## src/rtl/instruction_fetch.sv

```systemverilog
// Instruction fetch: issues program-memory reads from the external PC and queues {word, address}
// pairs for decode. Defining IFETCH_STALL_COUNT_EN adds the StallCount output.
module instruction_fetch (
   input  logic        Clock,
   input  logic        Reset,
   input  logic [15:0] CounterValue,
   output logic [15:0] PcLoadValue,
   output logic        PcLoadEnable,
   output logic [15:0] MemAddress,
   output logic        MemReadEnable,
   input  logic [15:0] MemData,
   input  logic        Flush,
   input  logic [15:0] FlushAddress,
   output logic [15:0] Instruction,
   output logic [15:0] InstrAddress,
   output logic        InstrValid,
   input  logic        InstrReady
`ifdef IFETCH_STALL_COUNT_EN
   ,
   output logic [15:0] StallCount
`endif
);

   localparam int DEPTH = 4;

   typedef enum logic {
      RUN   = 1'b0,
      STALL = 1'b1
   } fetch_state_t;

   fetch_state_t state_reg;
   fetch_state_t state_next;

   logic [15:0] fifo_data_reg [DEPTH];
   logic [15:0] fifo_addr_reg [DEPTH];
   logic [1:0]  wr_ptr_reg;
   logic [1:0]  rd_ptr_reg;
   logic [2:0]  count_reg;
   logic        inflight_reg;
   logic [15:0] inflight_addr_reg;

   logic        fifo_empty;
   logic        pop;
   logic        push;
   logic        credit;
   logic        issue;
   logic [3:0]  occupancy_eff;

   assign fifo_empty = (count_reg == 3'd0);

   // Flush outranks both FIFO operations; reset silences everything.
   assign pop  = Reset & ~Flush & ~fifo_empty & InstrReady;
   assign push = Reset & ~Flush & inflight_reg;

   // A slot must exist for every word already buffered or still returning from memory.
   assign occupancy_eff = {1'b0, count_reg} + {3'b000, inflight_reg} - {3'b000, pop};
   assign credit        = (occupancy_eff < 4'd4);

   always_comb begin
      state_next    = state_reg;
      issue         = 1'b0;
      MemReadEnable = 1'b0;
      MemAddress    = 16'h0000;
      PcLoadEnable  = 1'b0;
      PcLoadValue   = 16'h0000;
      if (!Reset) begin
         state_next = RUN;
      end else if (Flush) begin
         state_next   = RUN;
         PcLoadEnable = 1'b1;
         PcLoadValue  = FlushAddress;
      end else begin
         case (state_reg)
            RUN:   if (!credit) state_next = STALL;
            STALL: if (credit)  state_next = RUN;
         endcase
         if (state_next == RUN) begin
            issue         = 1'b1;
            MemReadEnable = 1'b1;
            MemAddress    = CounterValue;
         end else begin
            // Reload the PC with its own value so it does not advance past the unfetched word.
            PcLoadEnable = 1'b1;
            PcLoadValue  = CounterValue;
         end
      end
   end

   always_ff @(posedge Clock) begin
      if (!Reset) begin
         state_reg         <= RUN;
         inflight_reg      <= 1'b0;
         inflight_addr_reg <= 16'h0000;
         wr_ptr_reg        <= 2'd0;
         rd_ptr_reg        <= 2'd0;
         count_reg         <= 3'd0;
      end else begin
         state_reg    <= state_next;
         inflight_reg <= issue;
         if (issue) begin
            inflight_addr_reg <= CounterValue;
         end
         if (Flush) begin
            wr_ptr_reg <= 2'd0;
            rd_ptr_reg <= 2'd0;
            count_reg  <= 3'd0;
         end else begin
            if (push) wr_ptr_reg <= wr_ptr_reg + 2'd1;
            if (pop)  rd_ptr_reg <= rd_ptr_reg + 2'd1;
            case ({push, pop})
               2'b10:   count_reg <= count_reg + 3'd1;
               2'b01:   count_reg <= count_reg - 3'd1;
               default: count_reg <= count_reg;
            endcase
         end
      end
   end

   always_ff @(posedge Clock) begin
      if (push) begin
         fifo_data_reg[wr_ptr_reg] <= MemData;
         fifo_addr_reg[wr_ptr_reg] <= inflight_addr_reg;
      end
   end

   // Outputs read as zero when nothing is valid, so stale or uninitialised entries never leak.
   assign InstrValid   = Reset & ~fifo_empty;
   assign Instruction  = InstrValid ? fifo_data_reg[rd_ptr_reg] : 16'h0000;
   assign InstrAddress = InstrValid ? fifo_addr_reg[rd_ptr_reg] : 16'h0000;

`ifdef IFETCH_STALL_COUNT_EN
   logic [15:0] stall_count_reg;

   always_ff @(posedge Clock) begin
      if (!Reset || Flush) begin
         stall_count_reg <= 16'h0000;
      end else if ((state_next == STALL) && (stall_count_reg != 16'hFFFF)) begin
         stall_count_reg <= stall_count_reg + 16'd1;
      end
   end

   assign StallCount = stall_count_reg;
`endif

endmodule

```

## config.mk

```make
export PLATFORM = sky130hd
export DESIGN_NAME = instruction_fetch
export DESIGN_NICKNAME = d
export VERILOG_FILES = /design/src/rtl/instruction_fetch.sv
export SDC_FILE = /design/constraint.sdc
export NUM_CORES = 1
export LEC_CHECK = 0
export CAP_MARGIN = 25
export CORE_ASPECT_RATIO = 0.6
export CORE_UTILIZATION = 40
export CTS_BUF_LIST = sky130_fd_sc_hd__clkbuf_4 sky130_fd_sc_hd__clkbuf_8
export CTS_CLUSTER_DIAMETER = 80
export DETAILED_ROUTE_END_ITERATION = 6
export PLACE_DENSITY = 0.67
export SLEW_MARGIN = 25
export SYNTH_ARGS = -nofsm -noshare
export SYNTH_HDL_FRONTEND = slang
export SYNTH_SLANG_ARGS = --single-unit
```

## constraint.sdc

```tcl
create_clock -name Clock -period 3.6 [get_ports Clock]
set_clock_uncertainty 0.1 [all_clocks]
set_input_delay 0.36 -clock Clock [delete_from_list [all_inputs] [get_ports Clock]]
set_output_delay 0.36 -clock Clock [all_outputs]
set_load 0.05 [all_outputs]
```

## Yosys cells after proc, flatten, opt, wreduce, memory -nomap -nowiden

Memory sizes are Yosys's and may differ from the RTL's. A register that Yosys moved wholly into a read port is not among the register bits.
Cells that the tools add are included.

- Memory bits (writable): 128
- Output and inout bits: 67
- Register bits: 24
- Memories kept: 2
- Input bits: 52
- Logic and storage cells: 51

- Reductions and logical operators: 3
- Bitwise logic cells: 8
- Multiplexer cells: 24
- Eq/ne operators: 2
- Add/subtract/negate cells: 6
- $lt $le $gt $ge: 1

Memory list:

| name | depth | bits a word | rd ports | clocked after Yosys merged registers in | wr ports | RTL line | text |
|---|---|---|---|---|---|---|---|
| fifo_addr_reg | 4 | 16 | 1 | 1 | 1 | 35 | `logic [15:0] fifo_addr_reg [DEPTH];` |
| fifo_data_reg | 4 | 16 | 1 | 1 | 1 | 34 | `logic [15:0] fifo_data_reg [DEPTH];` |

Operators by type and width:

| kind | count |
|---|---|
| 2-to-1 mux 16 bit | 8 |
| 2-to-1 mux 1 bit | 11 |
| 2-to-1 mux 2 bit | 4 |
| case mux 3 bit (2 select lines) | 1 |
| bitwise AND 1 bit | 5 |
| adder 2 x 1 -> 2 bit, second input constant | 2 |
| adder 3 x 1 -> 4 bit | 1 |
| < comparator 4 x 3 -> 1 bit, second input constant | 1 |
| subtractor 4 x 1 -> 4 bit | 1 |
| adder 3 x 1 -> 3 bit, second input constant | 1 |
| logical NOT 3 bit | 1 |
| inverter 1 bit | 3 |
| subtractor 3 x 1 -> 3 bit, second input constant | 1 |
| equality test 2 x 1 -> 1 bit, second input constant | 1 |
| equality test 2 bit, second input constant | 1 |
| nonzero test 2 bit | 1 |
| OR reduction 2 bit | 1 |

## Logic depth before layout (Yosys ltp)

Gate-level depths: netlist of run 1.

- Depth in word-level cells: 12
- Depth in mapped cells: 12
- Gate-level depth less buffers: 10

## Least setup slack after synthesis of run 1

Ideal clock, no wire load.

- Path kind: flip-flop to output port
- Start point: register count_reg[2]
- End point: output port MemAddress[10]
- Setup slack: -0.104 ns
- Data arrival time: 3.244 ns
- Path buffers: 2
- Data required time: 3.140 ns
- Stages on the path, launching flop included: 12
- Cells stage by stage: dfxtp_1 > or3_1 > clkbuf_1 > and3_1 > ha_1 > inv_1 > ha_1 > and3b_4 > or4_1 > a31oi_4 > buf_2 > and2_1

- Word-level cells in the longest chain between the ends: 12
- Elaborated cells between the ends (all ways): 13
- Those cells by class: add/sub (2); order compare (1); mux (6); bitwise (3); reduce/logical (1)

RTL lines:

| item | RTL line | text |
|---|---|---|
| from (decl) | 38 | `logic [2:0] count_reg;` |
| from (signal assigned) | 111 | `2'b10: count_reg <= count_reg + 3'd1;` |
| from (signal assigned) | 112 | `2'b01: count_reg <= count_reg - 3'd1;` |
| from (signal assigned) | 113 | `default: count_reg <= count_reg;` |
| logical NOT 3 bit | 49 | `assign fifo_empty = (count_reg == 3'd0);` |
| inverter 1 bit | 52 | `assign pop = Reset & ~Flush & ~fifo_empty & InstrReady;` |
| bitwise AND 1 bit (2 in a row) | 52 |  |
| named net pop | 43 | `logic pop;` |
| subtractor 4 x 1 -> 4 bit | 56 | `assign occupancy_eff = {1'b0, count_reg} + {3'b000, inflight_reg} - {3'b000, pop};` |
| < comparator 4 x 3 -> 1 bit | 57 | `assign credit = (occupancy_eff < 4'd4);` |
| 2-to-1 mux 1 bit | 74, 75 |  |
| 2-to-1 mux 1 bit | 68 | `end else if (Flush) begin` |
| 2-to-1 mux 1 bit | 66 | `if (!Reset) begin` |
| 2-to-1 mux 16 bit | 77 | `if (state_next == RUN) begin` |
| 2-to-1 mux 16 bit | 68 |  |
| 2-to-1 mux 16 bit | 66 |  |
| to (decl) | 9 | `output logic [15:0] MemAddress,` |

The timed path passes the listed nets, and every way through them passes these cells. The select of a mux whose other input is x is not followed.

## Final worst setup path of run 1

- Start point: register count_reg[0]
- End point: output port MemAddress[2]

The elaborated chain is that of the path after synthesis.

==> flow_metrics.py, run 1 <==
metrics = {
    "placement": {
        "routabilityCongestion": 0.741,
        "dp_hpwl_mm": 8.94,
        "io_buffers": 118,
        "dpl_worst_slack_ns": -0.0759,
    },
    "timing": {
        "fin_crit_ns": 3.58,
        "fmax_mhz": 280,
        "fin_crit_sh_pct": 99.4,
        "rsz0062_at_grt": "true",
        "finalHoldViolCount": 0,
        "setup_viol": 0,
        "slew_viol_final": 0,
        "slew_headroom_pct": 36.5,
        "fin_tns_setup_ns": 0,
        "setup_ws_ns": 0.0225,
        "timing_worst_slew_pin_value_ns": 0.952,
    },
    "global_routing": {
        "grt_pass1_wl_mm": 21.9,
        "first_global_vias": 3895,
        "antenna_found_initial": 0,
        "overflow": 0,
        "grt_max_degree": 36,
        "grtUsageTotal_pct": 18.6,
    },
    "detailed_routing": {
        "routed_wl_mm": 14.1,
        "drtAntennaViolNets": 0,
        "post_drt_via_cell_ratio": 5.21,
        "first_pass_iters": 4,
        "wl_per_cell_um": 19.6,
        "vias": 3751,
        "drc_errors": 0,
        "drt_iter0_drc": 315,
    },
    "critical_path": {
        "critical_path_arrival_ns": 3.12,
        "cp.required_ns": 3.14,
        "crit_end": "MemAddress[2]",
        "critPathSlowestCell": "or4_4",
        "max_stage_delay_ns": 0.50,
        "r2r_start": "count_reg[0]",
        "cp_num_buf_inv": 3,
        "ff2ff_path_depth": 13,
        "path_cells": "or3_4, and3_4, ha_4, inv_2, ha_4, and3b_4, or4_4, a31oi_4, buf_12, and2_1, buf_12",
        "crit_cells": 11,
        "cp-start-kind": "register",
        "r2r-end": "inflight_addr_reg[12]",
        "critPathCaptureType": "primary output",
        "startpoint": "count_reg[0]",
        "critical_path_class": "register to primary output",
        "path_max_fanout": 12,
        "regToRegSetupSlack_ns": 0.59,
        "crit_family": "simple AND/OR/NAND/NOR gates",
    },
    "pwr": {
        "cellLeakagePower_nw": 3.20,
        "powerDensity_nw_per_um2": 429,
        "irDropWorstVdd_mv": 0.219,
    },
    "synth": {
        "ys_types": 36,
        "synth_warnings": 0,
        "syn-instance-count": 368,
        "ys_ff_latch": 154,
        "seq_area_frac_synth_pct": 69.0,
        "synth_area_um2": 6320,
        "syn_avg_cell_area_um2": 17.2,
        "syn_nets": 429,
    },
    "cells_and_area": {
        "antennaDiodeCount": 0,
        "final_common_cell": "edfxtp_1",
        "layout_common_cells": "edfxtp_1, clkdlybuf4s50_1, buf_4",
        "drive_gt1_share_pct": 36.0,
        "area.growth.synth_to_final_pct": 37.2,
        "final_nets": 566,
    },
    "flow_run": {
        "cap_violations": 0,
    },
    "clocking": {
        "insertion_delay_ns": 0.42,
        "cts_buffers": 17,
        "clk_pin_slew_ns": 0.07,
        "cts_sinks": 154,
        "cts.path.max_buffers": 2,
        "tritoncts": "built",
        "cts_hold_buffers": 0,
        "cts_root_buf": "clkbuf_8",
        "h-tree-depth": 4,
    },
    "min_path": {
        "hold_path_class": "register to register",
    },
    "floorplan": {
        "die-area_um2": 16300,
        "rows": 35,
        "die_w_um": 164,
        "boundaryPins": 119,
        "core_region_area_um2": 15400,
        "start_util_pct": 41.0,
        "die_h_um": 99.4,
    },
    "status": {
        "status": "finished, final reports clean",
    },
}
[how the worst min path moves through the flow]
| stage | start | endpoint | cells past startpoint | slack [ns] |
|---|---|---|---|---|
| finish | inflight_addr_reg[8] | fifo_addr_reg[2][8] | 0 | 0.42 |
| global route | inflight_addr_reg[3] | fifo_addr_reg[1][3] | 0 | 0.44 |
| CTS | inflight_addr_reg[8] | fifo_addr_reg[1][8] | 0 | 0.42 |
| detailed placement | inflight_addr_reg[14] | fifo_addr_reg[0][14] | 0 | 0.39 |
| global placement | inflight_addr_reg[3] | fifo_addr_reg[1][3] | 0 | 0.38 |
| floorplan | MemData[0] | fifo_data_reg[0][0] | 0 | 0.36 |
[area by class of cell]
class / instances / area, µm²
timing repair buffer: 141 / 1670
multi-input combinational: 181 / 1900
inverter: 10 / 40.0
fill: 1208 / 6740
clock buffer: 18 / 241
clock inverter: 13 / 200
sequential: 154 / 4370
tap: 203 / 254
[Yosys cell counts (all sizes together)]
cell type  count  share of area, %
edfxtp       128                61
and3          37               3.7
mux4          32                11
dfxtp         26               8.2
nor2          26               1.5
mux2i         17               2.7
a22o          16               2.2
and2          16               1.6
buf           12               1.0
clkbuf        11              0.65
inv           10              0.63
ha             8               1.6
or3            3              0.38
xor2           3              0.42
a21oi          2              0.16
a31oi          2              0.44
nand2          2              0.12
nand2b         2              0.20
o211ai         2              0.24
or4b           2              0.32
xnor2          2              0.28
and3b          1              0.20
fa             1              0.32
nand3          1              0.28
nand4          1             0.099
nor2b          1             0.099
o21ai          1             0.079
o41a           1              0.18
or2            1             0.099
or4            1              0.12
[logic make-up after synthesis]
logic type,count (synthesis),synth area share (%)
DFF,154,69.0
and+or+nand+nor,94,8.69
muxes,49,14.1
buffers and inverters,33,2.31
AOI/OAI and AO/OA,24,3.30
adders and majority gates,9,1.90
xor gates and xnor gates,5,0.693
[per-stage QoR]
stage          power (W)  hold WS [ns]  cells  util [%]  instance area, µm²
2_1_floorplan    0.00214         0.359    368         -                6330
3_3_place_gp     0.00232         0.384    685      52.5                8100
3_5_place_dp     0.00232         0.394    685      52.5                8100
4_1_cts          0.00374         0.421    720      56.1                8640
5_1_grt          0.00385         0.435    720      56.3                8680
6_report         0.00373         0.415    720      56.3                8680
[report_power, final]
part	switching, W	total, W	internal, W
clock network	0.000606	0.00143	0.000826
logic	0.000161	0.000328	0.000167
registers	0.0000179	0.00196	0.00195
[per-layer routing]
metal | global-route usage [%] | part of all wire [%] | vias to the layer above
li1 | - | - | 1708
met1 | 25.7 | 46 | 1892
met2 | 28.0 | 45 | 138
met3 | 5.88 | 7.5 | 13
met4 | 6.13 | 1.2 | 0
met5 | 0 | 0 | -
[repair_timing]
item / in CTS / in global routing
pin swaps: 2 / 1
endpoints found under the setup margin: 33 / 34
setup buffers: 4 / 0
resized for setup: 18 / 8
Note: power is estimated with default switching activity, not from simulation.
==> run 2: changes to the inputs <==
--- a/config.mk
+++ b/config.mk
@@ -17,2 +17,3 @@
 export SYNTH_HDL_FRONTEND = slang
 export SYNTH_SLANG_ARGS = --single-unit
+export TNS_END_PERCENT = 30
--- a/constraint.sdc
+++ b/constraint.sdc
@@ -3,3 +3,3 @@
 set_input_delay 0.36 -clock Clock [delete_from_list [all_inputs] [get_ports Clock]]
 set_output_delay 0.36 -clock Clock [all_outputs]
-set_load 0.05 [all_outputs]
+set_load 0.005 [all_outputs]
==> run 2 against run 1 <==
- the flow now finishes with violations (setup timing)
- sequential share of layout area is 0.60 points higher
- critical endpoint unchanged
- global-route usage is 0.99 points higher
- combinational power is 25% lower
- flip-flop and latch count stayed put
- non-clock buffer count is 16 higher
- total power is 5.8% lower
- utilization is 0.70 points lower
- clock power is 9% lower
- clock-buffer cell count is 1 lower
- critical path depth is 2 higher
- setup slack worse by 0.098 ns
- first-iteration DRC count is 43% lower
==> flow_metrics.py, run 2 (synthesized netlist as in run 1, its figures left out) <==
metrics = {
    "status": {
        "violations": "setup timing",
        "status": "finished, violations left",
    },
    "critical_path": {
        "critPathSlowestCell": "or4_4",
        "cp_num_buf_inv": 5,
        "cp-start-kind": "register",
        "path_cells": "or3_4, and3_4, ha_4, inv_2, ha_4, and3b_4, or4_4, a31oi_4, buf_6, buf_12, buf_16, and2_4, buf_6",
        "r2r_start": "count_reg[1]",
        "r2r-end": "inflight_addr_reg[3]",
        "crit_family": "simple AND/OR/NAND/NOR gates",
        "startpoint": "count_reg[1]",
        "path_max_fanout": 8,
        "max_stage_delay_ns": 0.54,
        "critical_path_arrival_ns": 3.22,
        "critical_path_class": "register to primary output",
        "ff2ff_path_depth": 15,
        "cp.required_ns": 3.14,
        "critPathCaptureType": "primary output",
        "regToRegSetupSlack_ns": 0.43,
    },
    "timing": {
        "slew_headroom_pct": 37.1,
        "setup_ws_ns": -0.0756,
        "rsz0062_at_grt": "true",
        "fmax_mhz": 272,
        "whs_ns": 0.423,
        "setup_viol": 16,
        "fin_tns_setup_ns": -0.592,
        "fin_crit_sh_pct": 102,
        "finalHoldViolCount": 0,
        "timing_worst_slew_pin_value_ns": 0.943,
        "fin_crit_ns": 3.68,
        "slew_viol_final": 0,
    },
    "clocking": {
        "cts_buffers": 17,
        "cts_hold_buffers": 0,
        "cts_sinks": 154,
        "cts.path.max_buffers": 2,
        "clk_pin_slew_ns": 0.08,
        "insertion_delay_ns": 0.44,
        "tritoncts": "built",
        "cts_root_buf": "clkbuf_8",
        "h-tree-depth": 4,
    },
    "placement": {
        "io_buffers": 118,
        "dp_hpwl_mm": 8.90,
        "routabilityCongestion": 0.740,
    },
    "floorplan": {
        "rows": 35,
        "die_w_um": 164,
        "boundaryPins": 119,
        "die-area_um2": 16300,
        "core_region_area_um2": 15400,
        "start_util_pct": 41.0,
        "die_h_um": 99.4,
    },
    "min_path": {
        "worstHoldStart": "inflight_addr_reg[10]",
        "hold_path_class": "register to register",
        "worstHoldEndpoint": "fifo_addr_reg[2][10]",
        "min_path_cells": 0,
    },
    "global_routing": {
        "grtUsageTotal_pct": 19.6,
        "antenna_found_initial": 0,
        "grt_pass1_wl_mm": 22.8,
        "grt_max_degree": 36,
        "overflow": 0,
        "first_global_vias": 3991,
    },
    "cells_and_area": {
        "antennaDiodeCount": 0,
        "fill_cells": 1233,
        "final_nets": 584,
        "area.growth.synth_to_final_pct": 35.5,
        "layout_common_cells": "edfxtp_1, clkdlybuf4s50_1, mux4_2, and3_1, buf_4",
        "drive_gt1_share_pct": 31.7,
        "final_common_cell": "edfxtp_1",
    },
    "detailed_routing": {
        "drc_errors": 0,
        "wl_per_cell_um": 20.4,
        "drtAntennaViolNets": 0,
        "routed_wl_mm": 15.1,
        "vias": 3941,
        "post_drt_via_cell_ratio": 5.33,
        "drt_iter0_drc": 180,
        "first_pass_iters": 4,
    },
    "flow_run": {
        "cap_violations": 0,
    },
    "pwr": {
        "irDropWorstVdd_mv": 0.221,
        "powerDensity_nw_per_um2": 410,
        "cellLeakagePower_nw": 3.18,
    },
}
## run 2: power breakdown
group | switching [W] | total, W | internal (W) | leakage, nW
Sequential | 0.0000184 | 0.00197 | 0.00195 | 1.39
Clock | 0.000670 | 0.00130 | 0.000630 | 0.192
Combinational | 0.000102 | 0.000245 | 0.000143 | 1.60
## run 2: how the worst max path moves through the flow
stage	depth (start not counted)	endpoint
after floorplan	11	MemAddress[10]
after global routing	13	MemAddress[2]
final	13	MemAddress[2]
after detailed placement	12	MemAddress[8]
after CTS	13	MemAddress[8]
after global placement	12	MemAddress[11]
## run 2: final cells by class
type | instances | area, µm² | area share, %
Sequential cell | 154 | 4370 | 51.0
Multi-Input combinational cell | 183 | 1950 | 22.7
Timing Repair Buffer | 157 | 1560 | 18.2
Tap cell | 203 | 254 | 2.96
Clock buffer | 17 | 234 | 2.73
Clock inverter | 15 | 164 | 1.91
Inverter | 10 | 40.0 | 0.467
## run 2: worst register-to-register path: stages (launching register included)
cell,delay (ns)
dfxtp_2,0.33
or3_4,0.38
and3_4,0.20
ha_4,0.15
inv_2,0.05
ha_4,0.18
and3b_4,0.18
buf_4,0.14
o211ai_1,0.28
a31oi_4,0.14
buf_6,0.14
buf_12,0.12
buf_16,0.14
buf_4,0.15
buf_4,0.17
a22o_1,0.24
## run 2: metrics by stage
step | setup WS (ns) | total power [W] | util (%) | area, µm² | instances
after global routing | -0.191 | 0.00363 | 55.6 | 8570 | 739
after floorplan | 0.385 | 0.00207 | - | 6320 | 368
after detailed placement | -0.346 | 0.00221 | 51.0 | 7860 | 687
after CTS | -0.135 | 0.00353 | 55.2 | 8500 | 733
after global placement | -0.337 | 0.00221 | 51.0 | 7860 | 687
final | -0.0756 | 0.00351 | 55.6 | 8570 | 739
## run 2: metal layers
layer / up-vias / track usage (%) / routed length, µm
met4: 0 / 5.56 / 108
li1: 1754 / - / -
met5: - / 0 / 0
met1: 2027 / 27.6 / 6960
met3: 10 / 5.84 / 1130
met2: 150 / 29.5 / 6920
## run 2: what timing repair did
item	CTS	global route
gates cloned	4	0
pin swaps	16	5
buffers inserted	10	7
endpoints found under the setup margin	34	27
gates resized for setup	123	36
==> run 3: changes to the inputs <==
SLEW_MARGIN = not set   (was 25)
==> results of run 3 <==
No change in the layout: final DEF, timing and power equal those of run 2.
